[src/rtl/reglist_sequencer_pkg.sv]
// Shared types and constants for the LDM/STM register-list sequencer.
//   state_e   : sequencer state (IDLE / XFER / DONE)
//   STEP_BYTES: default byte increment per transferred word
//   reglist_t : 16-bit register list, bit n = Rn
//   reg_idx_t : 4-bit register index
package reglist_sequencer_pkg;

  typedef enum logic [1:0] {
    ST_IDLE,
    ST_XFER,
    ST_DONE
  } state_e;

  localparam int unsigned STEP_BYTES = 4;

  typedef logic [15:0] reglist_t;
  typedef logic [3:0]  reg_idx_t;

endpackage

[src/rtl/reglist_sequencer_if.sv]
// Bus between decode / load-store stage and the register-list sequencer.
//   i_start, i_reglist, i_up, i_pre, i_base : launch request from decode
//   i_ready, i_abort                       : flow control / abort from memory stage
//   o_valid, o_reg, o_addr, o_last         : per-beat transfer presentation
//   o_busy, o_done, o_wb_base, o_count     : sequence status and written-back base
// slave  : the sequencer side
// master : the side driving the request and consuming beats
interface reglist_sequencer_if
  import reglist_sequencer_pkg::*;
#(
  parameter int unsigned ADDR_W = 32
);

  logic              i_start;
  reglist_t          i_reglist;
  logic              i_up;
  logic              i_pre;
  logic [ADDR_W-1:0] i_base;
  logic              i_ready;
  logic              i_abort;

  logic              o_valid;
  reg_idx_t          o_reg;
  logic [ADDR_W-1:0] o_addr;
  logic              o_last;
  logic              o_busy;
  logic              o_done;
  logic [ADDR_W-1:0] o_wb_base;
  logic [4:0]        o_count;

  modport slave (
    input  i_start, i_reglist, i_up, i_pre, i_base, i_ready, i_abort,
    output o_valid, o_reg, o_addr, o_last, o_busy, o_done, o_wb_base, o_count
  );

  modport master (
    output i_start, i_reglist, i_up, i_pre, i_base, i_ready, i_abort,
    input  o_valid, o_reg, o_addr, o_last, o_busy, o_done, o_wb_base, o_count
  );

endinterface

[src/rtl/reglist_sequencer_one_detector.sv]
// Priority one detector over a 16-bit register list.
//   i_code  : bit vector to search
//   i_order : 1 = return lowest set bit, 0 = return highest set bit
//   o_index : index of the selected bit (0 when i_code is all zero)
module one_detector
  import reglist_sequencer_pkg::*;
(
  input  reglist_t i_code,
  input  logic     i_order,
  output reg_idx_t o_index
);

  // The last match in scan order wins, so scan from the opposite end
  // of the bit that should have priority.
  always_comb begin
    o_index = '0;
    for (int unsigned i = 0; i < 16; i++) begin
      if (i_order) begin
        if (i_code[15-i]) o_index = reg_idx_t'(15 - i);
      end else begin
        if (i_code[i]) o_index = reg_idx_t'(i);
      end
    end
  end

endmodule

[src/rtl/reglist_sequencer.sv]
// ARMv4 LDM/STM block-transfer sequencer. Walks the register list one set
// bit per beat, presenting register index and word address to the
// load/store stage over a valid/ready handshake, then reports the
// written-back base.
//   i_clk, i_rst : clock, asynchronous active-high reset
//   bus (slave)  : request, beat handshake and status (see reglist_sequencer_if)
module reglist_sequencer
  import reglist_sequencer_pkg::*;
#(
  parameter int unsigned ADDR_W = 32,
  parameter int unsigned STEP   = STEP_BYTES
) (
  input  logic                i_clk,
  input  logic                i_rst,
  reglist_sequencer_if.slave  bus
);

  localparam logic [ADDR_W-1:0] STEP_W = ADDR_W'(STEP);

  state_e            state_q, state_d;
  reglist_t          remaining_q, remaining_d;
  logic              dir_q, dir_d;
  logic [ADDR_W-1:0] addr_q, addr_d;
  logic [4:0]        count_q, count_d;
  logic [ADDR_W-1:0] final_q, final_d;
  logic [ADDR_W-1:0] wb_base_q, wb_base_d;

  reg_idx_t          cur_reg;
  logic              cur_last;
  logic [4:0]        pop;
  logic [ADDR_W-1:0] span;
  logic [ADDR_W-1:0] start_final;
  logic [ADDR_W-1:0] start_addr;

  one_detector u_one_detector (
    .i_code  (remaining_q),
    .i_order (dir_q),
    .o_index (cur_reg)
  );

  // Exactly one bit left: nonzero and clearing the lowest set bit empties it.
  assign cur_last = (state_q == ST_XFER) && (remaining_q != '0) &&
                    ((remaining_q & (remaining_q - reglist_t'(1))) == '0);

  always_comb begin
    pop = '0;
    for (int unsigned i = 0; i < 16; i++) begin
      pop = pop + 5'(bus.i_reglist[i]);
    end
  end

  assign span        = ADDR_W'(pop) * STEP_W;
  assign start_final = bus.i_up ? (bus.i_base + span) : (bus.i_base - span);
  assign start_addr  = bus.i_up ? (bus.i_pre ? bus.i_base + STEP_W : bus.i_base)
                                : (bus.i_pre ? bus.i_base - STEP_W : bus.i_base);

  always_comb begin
    state_d     = state_q;
    remaining_d = remaining_q;
    dir_d       = dir_q;
    addr_d      = addr_q;
    count_d     = count_q;
    final_d     = final_q;
    wb_base_d   = wb_base_q;
    case (state_q)
      ST_IDLE: begin
        if (bus.i_start) begin
          remaining_d = bus.i_reglist;
          dir_d       = bus.i_up;
          addr_d      = start_addr;
          count_d     = '0;
          final_d     = start_final;
          if (bus.i_reglist == '0) begin
            // Empty list skips XFER, so the base is published directly.
            state_d   = ST_DONE;
            wb_base_d = start_final;
          end else begin
            state_d   = ST_XFER;
          end
        end
      end
      ST_XFER: begin
        if (bus.i_abort) begin
          state_d     = ST_IDLE;
          remaining_d = '0;
        end else if (bus.i_ready) begin
          remaining_d = remaining_q & ~(reglist_t'(1) << cur_reg);
          addr_d      = dir_q ? (addr_q + STEP_W) : (addr_q - STEP_W);
          count_d     = count_q + 5'd1;
          if (cur_last) begin
            state_d   = ST_DONE;
            wb_base_d = final_q;
          end
        end
      end
      ST_DONE: begin
        state_d = ST_IDLE;
      end
      default: begin
        state_d = ST_IDLE;
      end
    endcase
  end

  always_ff @(posedge i_clk or posedge i_rst) begin
    if (i_rst) begin
      state_q     <= ST_IDLE;
      remaining_q <= '0;
      dir_q       <= 1'b0;
      addr_q      <= '0;
      count_q     <= '0;
      final_q     <= '0;
      wb_base_q   <= '0;
    end else begin
      state_q     <= state_d;
      remaining_q <= remaining_d;
      dir_q       <= dir_d;
      addr_q      <= addr_d;
      count_q     <= count_d;
      final_q     <= final_d;
      wb_base_q   <= wb_base_d;
    end
  end

  assign bus.o_valid   = (state_q == ST_XFER);
  assign bus.o_reg     = cur_reg;
  assign bus.o_addr    = addr_q;
  assign bus.o_last    = cur_last;
  assign bus.o_busy    = (state_q != ST_IDLE);
  assign bus.o_done    = (state_q == ST_DONE);
  assign bus.o_wb_base = wb_base_q;
  assign bus.o_count   = count_q;

endmodule

[src/flat_wrapper.sv]
// flat-port wrapper written by rule: the top's interface ports become plain ports
module reglist_sequencer_flat import reglist_sequencer_pkg::*;
#(
  parameter int unsigned ADDR_W = 32,
  parameter int unsigned STEP   = STEP_BYTES
)
  (i_clk, i_rst, bus_i_start, bus_i_reglist, bus_i_up, bus_i_pre, bus_i_base, bus_i_ready, bus_i_abort, bus_o_valid, bus_o_reg, bus_o_addr, bus_o_last, bus_o_busy, bus_o_done, bus_o_wb_base, bus_o_count);
  reglist_sequencer_if #(.ADDR_W(ADDR_W)) bus_i ();
  input  logic i_clk;
  input  logic i_rst;
  input wire logic [$bits(bus_i.i_start)-1:0] bus_i_start;
  input wire logic [$bits(bus_i.i_reglist)-1:0] bus_i_reglist;
  input wire logic [$bits(bus_i.i_up)-1:0] bus_i_up;
  input wire logic [$bits(bus_i.i_pre)-1:0] bus_i_pre;
  input wire logic [$bits(bus_i.i_base)-1:0] bus_i_base;
  input wire logic [$bits(bus_i.i_ready)-1:0] bus_i_ready;
  input wire logic [$bits(bus_i.i_abort)-1:0] bus_i_abort;
  output wire logic [$bits(bus_i.o_valid)-1:0] bus_o_valid;
  output wire logic [$bits(bus_i.o_reg)-1:0] bus_o_reg;
  output wire logic [$bits(bus_i.o_addr)-1:0] bus_o_addr;
  output wire logic [$bits(bus_i.o_last)-1:0] bus_o_last;
  output wire logic [$bits(bus_i.o_busy)-1:0] bus_o_busy;
  output wire logic [$bits(bus_i.o_done)-1:0] bus_o_done;
  output wire logic [$bits(bus_i.o_wb_base)-1:0] bus_o_wb_base;
  output wire logic [$bits(bus_i.o_count)-1:0] bus_o_count;
  assign bus_i.i_start = bus_i_start;
  assign bus_i.i_reglist = bus_i_reglist;
  assign bus_i.i_up = bus_i_up;
  assign bus_i.i_pre = bus_i_pre;
  assign bus_i.i_base = bus_i_base;
  assign bus_i.i_ready = bus_i_ready;
  assign bus_i.i_abort = bus_i_abort;
  assign bus_o_valid = bus_i.o_valid;
  assign bus_o_reg = bus_i.o_reg;
  assign bus_o_addr = bus_i.o_addr;
  assign bus_o_last = bus_i.o_last;
  assign bus_o_busy = bus_i.o_busy;
  assign bus_o_done = bus_i.o_done;
  assign bus_o_wb_base = bus_i.o_wb_base;
  assign bus_o_count = bus_i.o_count;
  reglist_sequencer #(.ADDR_W(ADDR_W), .STEP(STEP)) u_core (.i_clk(i_clk), .i_rst(i_rst), .bus(bus_i));
endmodule
[config.mk]
export PLATFORM = sky130hd
export DESIGN_NAME = reglist_sequencer_flat
export DESIGN_NICKNAME = d
export VERILOG_FILES = /design/src/rtl/reglist_sequencer_pkg.sv /design/src/rtl/reglist_sequencer_if.sv /design/src/rtl/reglist_sequencer_one_detector.sv /design/src/rtl/reglist_sequencer.sv /design/src/flat_wrapper.sv
export SDC_FILE = /design/constraint.sdc
export NUM_CORES = 1
export LEC_CHECK = 0
export ABC_CLOCK_PERIOD_IN_PS = 10830
export CORE_UTILIZATION = 49
export DETAILED_ROUTE_END_ITERATION = 10
export PLACE_DENSITY = 0.7
export SLEW_MARGIN = 0
export SYNTH_ARGS = -nofsm -noshare
export SYNTH_HDL_FRONTEND = slang
export SYNTH_SLANG_ARGS = --single-unit
[constraint.sdc]
create_clock -name i_clk -period 10.83 [get_ports i_clk]
set_input_delay 1.6245 -clock i_clk [delete_from_list [all_inputs] [get_ports i_clk]]
set_output_delay 1.6245 -clock i_clk [all_outputs]
set_load 0.005 [all_outputs]
# ---- Word-level counts from Yosys, hierarchy flattened
# Cells that the tools add are included.
dict set report totals {
  ff_bits 120
  latch_bits 0
  mem_bits_rw 0
  rom_bits 0
  out_inout_bits 77
  word_cells 132
  n_memories 0
}
dict set report op_classes {
  add_sub_neg 23
  multipliers 0
  n_div 0
  order_cmp 0
  eq_ne 9
  shift 1
  muxes 76
  n_bitwise 3
  n_reduce_logical 13
}
# operator n
set op_table {}
lappend op_table {{2-to-1 mux 32 bit} 13}
lappend op_table {{2-to-1 mux 4 bit} 47}
lappend op_table {{one-hot mux 32 bit (2 select lines)} 2}
lappend op_table {{adder 5 x 1 -> 5 bit} 14}
lappend op_table {{adder 32 x 3 -> 32 bit (second input constant)} 2}
lappend op_table {{subtractor 32 x 3 -> 32 bit (second input constant)} 2}
lappend op_table {{2-to-1 mux 16 bit} 3}
lappend op_table {{adder 32 x 7 -> 32 bit} 1}
lappend op_table {{bitwise AND 16 bit} 2}
lappend op_table {{zero test 16 bit} 2}
lappend op_table {{one-hot mux 16 bit (2 select lines)} 1}
lappend op_table {{subtractor 32 x 7 -> 32 bit} 1}
lappend op_table {{inverter 16 bit} 1}
lappend op_table {{nonzero test 16 bit} 1}
lappend op_table {{left shift 1 x 4 -> 16 bit (first input constant)} 1}
lappend op_table {{subtractor 16 x 1 -> 16 bit (second input constant)} 1}
lappend op_table {{2-to-1 mux 5 bit} 3}
lappend op_table {{2-to-1 mux 2 bit} 5}
lappend op_table {{one-hot mux 5 bit (2 select lines)} 1}
lappend op_table {{!= test 2 bit (second input constant)} 3}
lappend op_table {{AND reduction 3 bit} 2}
lappend op_table {{AND reduction 6 bit} 1}
lappend op_table {{adder 5 x 1 -> 5 bit (second input constant)} 1}
lappend op_table {{!= test 2 x 1 -> 1 bit (second input constant)} 2}
lappend op_table {{other kinds (11)} 13}

# ---- Depth between registers and ports, before layout
dict set report logic_depth {
  depth_word 38
  mapped_depth 29
}

# ---- Modules after synthesis
# From an unflattened synthesis, not the netlist that was laid out.
dict set report unflattened {
  hier_cells 1243
  hier_area_um2 9948.3
}
# mod n_inst cells_per_inst area_each_um2 seq_area_each_um2
set by_module_without_submodules {}
lappend by_module_without_submodules {reglist_sequencer 1 1181 9581.7 3002.9}
lappend by_module_without_submodules {one_detector 1 62 366.6 0.0}

# ---- Worst setup path after synthesis
# Ideal clock, no wire load.
dict set report synth_path {
  path_type {input-to-reg}
  start {input port bus_i_reglist[0]}
  end {register u_core.final_q[31]}
  arrival_ns 7.902
  setup_slack_ns 2.803
  cell_stages 26
  path_buffers 0
  cell_sequence {inv_1 ha_1 inv_1 fa_1 inv_1 fa_1 fa_1 inv_1 fa_1 fa_1 fa_1 ha_1 and3_1 ha_1 nand2_1 o21ai_0 ha_1 nand2_1 o31ai_1 a21oi_1 o41ai_1 a21oi_1 o21a_1 o31ai_1 a211oi_1 mux2_2}
}
dict set report synth_between {
  elab_chain_len 17
  elab_cells_between_ends 18
  classes_between {add/sub (17); mux (1)}
}
# item line_no
set synth_lines {}
lappend synth_lines {{start, declared} flat_wrapper.sv:12} ;# input wire logic [$bits(bus_i.i_reglist)-1:0] bus_i_reglist;
lappend synth_lines {{adder 1 x 1 -> 2 bit (*)} reglist_sequencer.sv:48} ;# pop = pop + 5'(bus.i_reglist[i]);
lappend synth_lines {{adder 5 x 1 -> 5 bit (*) (14 in a row)} reglist_sequencer.sv:48}
lappend synth_lines {{subtractor 32 x 7 -> 32 bit / adder 32 x 7 -> 32 bit (equally long branches)} reglist_sequencer.sv:53} ;# assign start_final = bus.i_up ? (bus.i_base + span) : (bus.i_base - span);
lappend synth_lines {{2-to-1 mux 32 bit (*)} reglist_sequencer.sv:53}
lappend synth_lines {{end signal, assigned} reglist_sequencer.sv:120} ;# final_q <= final_d;
lappend synth_lines {{end, declared} reglist_sequencer.sv:25} ;# logic [ADDR_W-1:0] final_q, final_d;
# Mark *: on every way between the ends. The rest lies on a longest branch, timed or not.
# A chain may end at the register's enable or synchronous reset.

# ---- Worst setup path after layout
dict set report layout_path {
  start {input port bus_i_reglist[1]}
  end {register u_core.final_q[31]}
}
# Same word-level chain as after synthesis.

==> impl_metrics.yaml <==
outcome:
  run_status: "finished, final reports clean"
clock_tree:
  cts.repair.resized: 0
  holdBufCountCts: 0
  h-tree-depth: 4
  worstSkewPairLatency_ns: 0.43
  numCtsBuffers: 17
  post_cts_buffers: 0
  path_clk_slew_ns: 0.06
  clock_sinks: 120
  tritoncts: "yes"
  clk_path_buf_depth: 2
  cts-root-buf: "clkbuf_16"
power_and_ir_drop:
  switching_share_pct: 45.4
  p_comb_share_pct: 61.7
  clockPowerShare_pct: 16.3
  totalPowerFinal_w: 0.00370
  powerDensity_mw_per_mm2: 306
  ir_worst_vdd_mv: 0.156
  power.leakage_nw: 5.10
  p_sw_w: 0.00168
  p_int_w: 0.00202
  pwr-share-seq_pct: 22.0
critical_path:
  worstPathRequired_ns: 11.14
  crit_arrival_ns: 9.34
  cp_slowest_cell: "o41ai_1"
  critPathKind: "input pin to flop"
  critical_path_buf_inv_count: 5
  crit_path_max_incr_delay_ns: 0.74
  worst-path-max-fanout: 4
  startpoint_type: "input pin"
  worst_path_most_repeated_cell: "fa_1"
  cp-end-kind: "flop"
  crit_family: "adder cells"
layout:
  nets: 1487
  drive_above_1_share_pct: 4.47
  multi_input_area_mm2: 0.00660
  fill_cells: 1780
  diodes: 0
  seq_area_mm2: 0.00300
  instances_no_fill: 1629
  mostFrequentLayoutCells: "nand2_1 (180), clkdlybuf4s50_1 (131), dfrtp_1 (120)"
  areaGrowthSynthToFinish_pct: 20.8
  layout_commonest_cell: "nand2_1"
  finalInstanceArea_mm2: 0.0121
place:
  place_ws_ns: 1.55
  portBuffers: 131
  dpl_cell_area_mm2: 0.0115
  place_congestion: 0.905
  post-place-cells: 1597
  dp.final_hpwl_um: 21200
sta:
  setup_slack_ns: 1.79
  finalSetupTns_ns: 0
  slew_viol_final: 0
  fin_skew_ns: 0.00901
  setup-violations-final: 0
  period_needed_ns: 9.04
  tightest_slew_ns: 1.15
  fmax_mhz: 111
  slew_headroom_pct: 22.9
  rsz0062_at_grt: "false"
  hold_viol: 0
  fin_crit_sh_pct: 83.4
logic_synthesis:
  yosys_warnings: 0
  synth-seq-area-share_pct: 30.0
  syn_area_mm2: 0.0100
  syn-num-nets: 1390
  synth_edf_count: 0
  synthArstFlopShare_pct: 100
  ys_ff_latch: 120
  ys.flop_type: "dfrtp_1"
  yosysUniqueCellTypes: 72
  synth_area_per_cell_um2: 7.99
  synth_largest_area_cell: "dfrtp_1"
  syn_inst: 1254
  synthDominantCellAreaShare_pct: 30.0
  ys_top_cells_by_area: "dfrtp_1 (30%), ha_1 (8.6%), nand2_1 (6.7%)"
global_routing:
  grt_usage_pct: 28.5
  grt_pass1_vias: 9277
  grt_pass1_wl_um: 48300
  antenna_found_initial: 0
  grt_overflow_total: 0
  grt_max_degree: 82
routing:
  drc_errors: 0
  ant_nets: 0
  wl_per_cell_um: 17.7
  viasPerCell: 6.00
  drt_wl_total_um: 28900
  first_pass_iters: 5
  drt_iter0_drc: 726
  num_vias: 9768
floorplan:
  rows: 51
  die_w_um: 145
  fp.dieArea_mm2: 0.0210
  core-area_mm2: 0.0197
  start_util_pct: 50.8
  pin_count: 132
  die_h_um: 145
hold_path:
  min_path_type: "flop to flop"
flow_run:
  maxCapViolCount: 0
## worst paths after layout
kind / start / end / slack (ns) / cells past startpoint
worst max-delay path: bus_i_reglist[1] / u_core.final_q[31] / 1.79 / 29
worst min-delay path: u_core.bus.o_wb_base[5] / u_core.bus.o_wb_base[5] / 0.48 / 2
worst max register to register: u_core.dir_q / u_core.bus.o_addr[30] / 6.23 / 12
worst min register to register: u_core.bus.o_wb_base[5] / u_core.bus.o_wb_base[5] / 0.48 / 2
max in group asynchronous: i_rst / u_core.bus.o_addr[24] / 7.80 / 3
min in group asynchronous: i_rst / u_core.final_q[18] / 1.64 / 2
## area by class of cell
class | count | area share, %
clock inverters | 15 | 1.58
well taps | 265 | 2.74
repair buffers | 139 | 11.3
multi-input cells | 1028 | 54.6
clock buffers | 17 | 3.52
inverters | 45 | 1.42
flip-flops and latches | 120 | 24.8
## cell families (layout without fill, tap and decap cells)
family	Yosys count	after routing	synth area share, %
AND/OR/NAND/NOR	447	447	20.6
adder cells (fa/ha/maj)	83	83	11.2
flip-flops	120	120	30.0
buffers and inverters	106	216	4.30
XOR/XNOR	82	82	7.17
AO/OA/AOI/OAI	406	406	25.6
multiplexers	10	10	1.04
## sequential cells by signal, summed over array words and instances (netlist names)
register / count
u_core.bus.o_wb_base: 32
u_core.dir_q: 1
u_core.bus.o_addr: 32
u_core.bus.o_count: 5
u_core.remaining_q: 16
u_core.state_q: 2
u_core.final_q: 32
## routing by layer
layer,share of wire (%),vias up,track usage [%]
met5,0,-,0
li1,-,4756,-
met1,46,4590,40.0
met2,46,376,45.5
met3,6.2,46,3.18
met4,2.4,0,9.95
## cells in the mapped netlist, types with 4 or more instances
cell         n
mux2i_1      7
a2111oi_0    6
inv_1       44
o21bai_1     7
a21o_1      25
nor2b_1     10
clkbuf_1    47
a211oi_1    17
nor3_1      23
and3_1      16
nor2_1     113
o21ai_1      5
or2_2        4
o21ai_0    116
buf_2        5
and4_1       6
xor2_1      33
dfrtp_1    120
a32o_1      16
o22ai_1      8
fa_1        12
nand2_1    180
a41oi_1      5
or3_1        6
a31oi_1     12
o31ai_1     19
o211ai_1     7
and2_1       8
nand4_1     17
a21oi_1    107
nor3b_1      4
buf_1        4
a2111o_1     4
nand3_1     25
ha_1        69
nor4_1      17
xnor2_1     49
o21a_1      18
a22oi_1      5
## tightest hold or removal path, stage by stage, from the launching register on
cell and delay [ns]:
dfrtp_1 0.34, nand2_1 0.05, o21ai_0 0.06
## per-stage QoR
stage | hold WS (ns) | util, %
2_1_floorplan | 0.445 | -
3_3_place_gp | 0.459 | 58.2
3_5_place_dp | 0.464 | 58.2
4_1_cts | 0.480 | 61.4
5_1_grt | 0.506 | 61.4
6_report | 0.475 | 61.4
## power by group through the flow
stage	combinational, W	sequential [W]	clock (W)
floorplan	0.00158	0.000765	0
global placement	0.00222	0.000810	0
detailed placement	0.00225	0.000817	0
CTS	0.00227	0.000811	0.000612
global route	0.00255	0.000844	0.000631
finish	0.00229	0.000813	0.000605
Power figures use the tool's default switching activity.
